[src/rtl/divider_pool_arbiter_pkg.sv]
// Shared MulDiv types: divider life-cycle phase and the flush range helper.
package divider_pool_arbiter_pkg;

  typedef enum logic [1:0] {
    PH_FREE       = 2'd0,
    PH_RESERVED   = 2'd1,
    PH_PROCESSING = 2'd2,
    PH_WAITING    = 2'd3
  } divider_phase_e;

  // Active-list range [head, tail) with wrap; head == tail is an empty range.
  function automatic logic flush_range_hit(input logic [31:0] owner,
                                           input logic [31:0] head,
                                           input logic [31:0] tail);
    if (head <= tail) return (owner >= head) && (owner < tail);
    else              return (owner >= head) || (owner < tail);
  endfunction

endpackage

[src/rtl/divider_pool_select.sv]
// Rotating-priority matcher: the k-th requesting lane (counted from rr_ptr_i)
// receives the k-th lowest-index free unit.
module divider_pool_select #(
  parameter int REQ_NUM  = 2,
  parameter int UNIT_NUM = 2,
  parameter int UW       = 1,
  parameter int RW       = 1
) (
  input  logic [REQ_NUM-1:0]          req_i,
  input  logic [UNIT_NUM-1:0]         free_i,
  input  logic                        block_i,
  input  logic [RW-1:0]               rr_ptr_i,
  output logic [REQ_NUM-1:0]          grant_o,
  output logic [REQ_NUM-1:0][UW-1:0]  unit_o,
  output logic                        any_o,
  output logic [RW-1:0]               rr_next_o
);

  // Walk lanes in priority order, consuming the lowest remaining free unit each time.
  always_comb begin : match
    logic [UNIT_NUM-1:0] avail;
    logic                found;
    int                  lane;
    int                  last;
    grant_o   = '0;
    unit_o    = '0;
    any_o     = 1'b0;
    avail     = free_i;
    last      = 0;
    found     = 1'b0;
    lane      = 0;
    for (int k = 0; k < REQ_NUM; k++) begin
      lane = int'(rr_ptr_i) + k;
      if (lane >= REQ_NUM) lane = lane - REQ_NUM;
      found = 1'b0;
      if (req_i[lane] && !block_i) begin
        for (int u = 0; u < UNIT_NUM; u++) begin
          if (!found && avail[u]) begin
            found         = 1'b1;
            avail[u]      = 1'b0;
            grant_o[lane] = 1'b1;
            unit_o[lane]  = UW'(u);
            any_o         = 1'b1;
            last          = lane;
          end
        end
      end
    end
    rr_next_o = (last + 1 >= REQ_NUM) ? '0 : RW'(last + 1);
  end

endmodule

[src/rtl/divider_pool_arbiter.sv]
// Shares a pool of iterative dividers among MulDiv issue lanes and tracks
// each divider through reserve / process / wait-for-replay until release or flush.
module divider_pool_arbiter
  import divider_pool_arbiter_pkg::*;
#(
  parameter int REQ_NUM      = 2,
  parameter int UNIT_NUM     = 2,
  parameter int AL_PTR_WIDTH = 6,
  localparam int UW = (UNIT_NUM > 1) ? $clog2(UNIT_NUM) : 1,
  localparam int FW = $clog2(UNIT_NUM + 1),
  localparam int RW = (REQ_NUM > 1) ? $clog2(REQ_NUM) : 1
) (
  input  logic                                  clk,
  input  logic                                  rst,
  input  logic [REQ_NUM-1:0]                    acqValid,
  input  logic [REQ_NUM-1:0][AL_PTR_WIDTH-1:0]  acqPtr,
  output logic [REQ_NUM-1:0]                    acqGrant,
  output logic [REQ_NUM-1:0][UW-1:0]            acqUnit,
  input  logic [UNIT_NUM-1:0]                   startValid,
  input  logic [UNIT_NUM-1:0]                   unitFinished,
  input  logic [UNIT_NUM-1:0]                   releaseValid,
  input  logic                                  flushValid,
  input  logic                                  flushAll,
  input  logic [AL_PTR_WIDTH-1:0]               flushHead,
  input  logic [AL_PTR_WIDTH-1:0]               flushTail,
  output logic [UNIT_NUM-1:0]                   unitRst,
  output logic [UNIT_NUM-1:0][1:0]              unitPhase,
  output logic [UNIT_NUM-1:0][AL_PTR_WIDTH-1:0] unitOwner,
  output logic [FW-1:0]                         freeCount
);

  divider_phase_e          phase_q [UNIT_NUM];
  logic [AL_PTR_WIDTH-1:0] owner_q [UNIT_NUM];
  logic [RW-1:0]           rr_q;
  logic [RW-1:0]           rr_d;
  logic                    any_grant;

  logic [UNIT_NUM-1:0]     free_mask;
  logic [UNIT_NUM-1:0]     flush_hit;
  logic [UNIT_NUM-1:0]     unit_grant;
  logic [AL_PTR_WIDTH-1:0] unit_ptr [UNIT_NUM];

  // Free mask, free count, flush decode and registered-state outputs.
  always_comb begin
    freeCount = '0;
    for (int u = 0; u < UNIT_NUM; u++) begin
      free_mask[u] = (phase_q[u] == PH_FREE);
      if (free_mask[u]) freeCount = freeCount + FW'(1);
      flush_hit[u] = flushValid && !free_mask[u] &&
                     (flushAll || flush_range_hit(32'(owner_q[u]), 32'(flushHead),
                                                  32'(flushTail)));
      unitPhase[u] = phase_q[u];
      unitOwner[u] = owner_q[u];
    end
    unitRst = flush_hit | {UNIT_NUM{rst}};
  end

  divider_pool_select #(
    .REQ_NUM (REQ_NUM),
    .UNIT_NUM(UNIT_NUM),
    .UW      (UW),
    .RW      (RW)
  ) u_select (
    .req_i    (acqValid),
    .free_i   (free_mask),
    .block_i  (flushValid | rst),
    .rr_ptr_i (rr_q),
    .grant_o  (acqGrant),
    .unit_o   (acqUnit),
    .any_o    (any_grant),
    .rr_next_o(rr_d)
  );

  // Map lane grants back onto the units they reserve.
  always_comb begin
    for (int u = 0; u < UNIT_NUM; u++) begin
      unit_grant[u] = 1'b0;
      unit_ptr[u]   = '0;
      for (int i = 0; i < REQ_NUM; i++) begin
        if (acqGrant[i] && (acqUnit[i] == UW'(u))) begin
          unit_grant[u] = 1'b1;
          unit_ptr[u]   = acqPtr[i];
        end
      end
    end
  end

  // Per-unit life-cycle FSM and round-robin pointer; flush beats every other event.
  always_ff @(posedge clk) begin
    if (rst) begin
      rr_q <= '0;
      for (int u = 0; u < UNIT_NUM; u++) begin
        phase_q[u] <= PH_FREE;
        owner_q[u] <= '0;
      end
    end else begin
      if (any_grant) rr_q <= rr_d;
      for (int u = 0; u < UNIT_NUM; u++) begin
        if (flush_hit[u]) begin
          phase_q[u] <= PH_FREE;
        end else begin
          case (phase_q[u])
            PH_FREE:       if (unit_grant[u]) begin
                             phase_q[u] <= PH_RESERVED;
                             owner_q[u] <= unit_ptr[u];
                           end
            PH_RESERVED:   if (startValid[u])   phase_q[u] <= PH_PROCESSING;
            PH_PROCESSING: if (unitFinished[u]) phase_q[u] <= PH_WAITING;
            PH_WAITING:    if (releaseValid[u]) phase_q[u] <= PH_FREE;
            default:       phase_q[u] <= PH_FREE;
          endcase
        end
      end
    end
  end

endmodule

[config.mk]
export PLATFORM = sky130hd
export DESIGN_NAME = divider_pool_arbiter
export DESIGN_NICKNAME = d
export VERILOG_FILES = /design/src/rtl/divider_pool_arbiter_pkg.sv /design/src/rtl/divider_pool_select.sv /design/src/rtl/divider_pool_arbiter.sv
export SDC_FILE = /design/constraint.sdc
export NUM_CORES = 1
export LEC_CHECK = 0
export ABC_AREA = 1
export CAP_MARGIN = 30
export CORE_ASPECT_RATIO = 1.2
export CORE_MARGIN = 2
export CORE_UTILIZATION = 50
export DETAILED_ROUTE_END_ITERATION = 6
export PLACE_DENSITY = 0.9
export SLEW_MARGIN = 20
export SYNTH_ARGS = -nofsm -noshare
export SYNTH_HDL_FRONTEND = slang
export SYNTH_HIERARCHICAL = 1
export SYNTH_SLANG_ARGS = --single-unit
[constraint.sdc]
create_clock -name clk -period 4.8 [get_ports clk]
set_input_delay 0.96 -clock clk [delete_from_list [all_inputs] [get_ports clk]]
set_output_delay 0.96 -clock clk [all_outputs]
set_load 0.02 [all_outputs]
==> results of run 1 <==
power by group through the flow:
stage	Clock, mW	Combinational (mW)	Sequential [mW]
final	0.102	0.331	0.207
after global routing	0.111	0.363	0.210
after CTS	0.104	0.331	0.207
after detailed placement	0	0.329	0.211
after global placement	0	0.317	0.210
after floorplan	0	0.193	0.223
path summary, 6_finish.rpt:
path / end / depth (start not counted) / startpoint / slack [ns]
hold reg to reg: rr_q / 2 / rr_q / 0.73
setup reg to reg: owner_q[0][11] / 14 / phase_q[0][1] / 2.26
setup / recovery: unitRst[0] / 14 / flushHead[5] / 0.61
hold / removal: rr_q / 2 / rr_q / 0.73
cell type report:
type                            instances  share of cell area
Tap cell                               54             0.02507
Timing Repair Buffer                   59              0.2191
Sequential cell                        17              0.1857
Multi-Input combinational cell        214              0.4661
Clock buffer                            4             0.01671
Inverter                               62             0.08728
routing by layer:
metal,up-vias,share of wire,GRT usage
li1,1065,-,-
met5,-,0,0
met1,933,0.39,0.2099
met4,0,0.013,0.06914
met3,6,0.048,0.02144
met2,58,0.55,0.4662
tightest hold or removal path: stages, from the launching register on:
cell and delay (ns):
dfxtp_1 0.43, o21ai_0 0.21, a21oi_1 0.04
registers in the layout (all words and copies together) (netlist names):
signal / flops
rr_q: 1
phase_q: 4
owner_q: 12
cell usage after synthesis (2+ instances only):
cell       n
o21ai_2    3
inv_1     59
nand2_1   85
a21oi_1   17
o21ai_0   21
nand4_1    2
buf_6      2
edfxtp_1  16
ha_1      29
clkbuf_1   2
nand2_2    3
nand3_1   11
nor2_1    15
nor2_2    13
inv_2      2
o21ai_1    2
nand3_2    2
logic make-up after synthesis:
group	Yosys count	synth area share
adder cells (fa/ha/maj)	29	0.1790
AND/OR/NAND/NOR	138	0.3136
buffers and inverters	67	0.1333
flip-flops	17	0.2469
AO/OA/AOI/OAI	47	0.1272
==> key figures, run 1 <==
CTS
  • Resize count post-CTS: 0
  • Post-cts hold buffer count: 0
  • Root buffer cell: clkbuf_8
  • Clock sink total: 17
  • CTS clk-pin slew, worst paths: 0.06 ns
  • CTS tree: built
  • Clk buf depth: 2
  • # Post-CTS Setup Buffers: 0
  • H-tree depth: 1
  • Worst skew pair latency: 0.24 ns
  • Cts bufs inserted: 3

STA
  • Worst hold margin: 0.7281 ns
  • Max Slew Vio Count: 0
  • Worst slew pin tran: 0.4137 ns
  • Setup TNS: 0 ns
  • F_max: 238.5 MHz
  • Clock Skew: 0.002529 ns
  • Fin worst setup slack: 0.6068 ns
  • Min Tclk post-route: 4.193 ns
  • Period utilization: 0.8736
  • RSZ-0062 raised after global routing: false
  • Final setup vio count: 0
  • Relative slew margins: 0.7238
  • Hold Fails Final Rpt: 0

Global routing
  • Gr ovfl total: 0
  • Initial antenna violation count: 0
  • Vias in the first global route: 1986
  • Largest net degree at the start of global routing: 13
  • GR Util All Layers: 0.2144
  • Global-route wire length before repair: 7969 µm

Logic synthesis
  • EDFF count, synth: 16
  • Synthesized area: 0.002027 mm²
  • Yosys top cell by area: edfxtp_1
  • Synth top area cells: edfxtp_1 24%, ha_1 18%, nand2_1 16%
  • Unique masters post-synth: 31
  • Synth warn: 6
  • Net Count, Synth: 363
  • Synthesized area per cell: 6.802 µm²
  • Async SR Flop Fraction: 0
  • Primary FF master, synth: edfxtp_1
  • Synth Register Bits: 17
  • Synth top area share: 0.2370
  • Post-synthesis cell count: 298
  • Sequential area share after synthesis: 0.2469

Finish
  • Most common cell after layout, fill and taps aside: nand2_1
  • # diodes: 0
  • Layout cells sized above 1: 0.08989
  • Number of nets in the layout: 422
  • P&R area growth vs syn: 32.96%
  • Multi-input gate area: 0.001256 mm²
  • Most frequent cells in the layout: 85 x nand2_1, 59 x inv_1, 59 x clkdlybuf4s50_1
  • Reg area: 500.5 µm²
  • Final std cells w/o fill: 410
  • Post-route cell area: 0.002695 mm²
  • Filler instances: 334
  • Final core occ: 0.6893

Floorplanning
  • Die extent in y: 73.75 µm
  • Initial Util: 0.5184
  • Io pins: 60
  • Die area: 0.004581 mm²
  • Total core area: 0.003910 mm²
  • Die Wd: 62.12 µm
  • # rows: 25

Pwr
  • Leak: 1.372 nW
  • Total power draw: 0.6393 mW
  • Max VDD drop: 0.1774 mV
  • Sw Pwr: 0.2568 mW
  • Flop pwr share: 0.324
  • Combinational power share: 0.517
  • Net Sw Frac: 0.4017
  • Clock power share: 0.159
  • Pint: 0.3825 mW
  • Total power per unit cell area: 237.2 mW/mm²

Drt
  • DRC: 0
  • Detailed-route via count: 2062
  • DR vias/cell: 5.029
  • DR WL/cell: 11.82 µm
  • Final wirelength: 4845 µm
  • Initial DRC Count: 110
  • Detail Route Antenna Nets: 0
  • Total iterations of the first detailed-routing run: 4

Placement
  • Port Buffer Count: 59
  • Area post-placement: 0.002650 mm²
  • Placed Cells: 406
  • Final HPWL DP: 4147 µm
  • GP Congestion: 0.8678
  • Place WS: 0.6216 ns

Setup path
  • Worst-path fanout max: 2
  • Buf/Inv on CP: 5
  • Crit-path most repeated cell: nand2_1
  • Worst setup SP type: primary input
  • Critical Path Max Stage Delay: 0.55 ns
  • Top delay family on crit path: buffers and inverters
  • CP Cell Sequence: clkdlybuf4s50_1, inv_1, ha_1, nand2_1, inv_1, nand2_1, nand2_1, inv_1, nand2_1, a21oi_1, nand2_1, nand2_1, nand2_1, clkdlybuf4s50_1
  • Crit end category: primary output
  • Crit path required time: 3.84 ns
  • Critical Path AT: 3.23 ns
  • Slowest stage cell, crit path: clkdlybuf4s50_1
  • Crit Path Class: primary input to primary output

Outcome
  • Status: complete, no violations

Flow run
  • Max_cap viols: 0

Min path
  • Hold Path Class: register to register
(Power assumes the default switching activity.)
==> run 2, diff against run 1 <==
Settings changed: HOLD_SLACK_MARGIN set to 0.15.
==> results of run 2 <==
Final layout, timing and power as in run 1 (identical DEF).
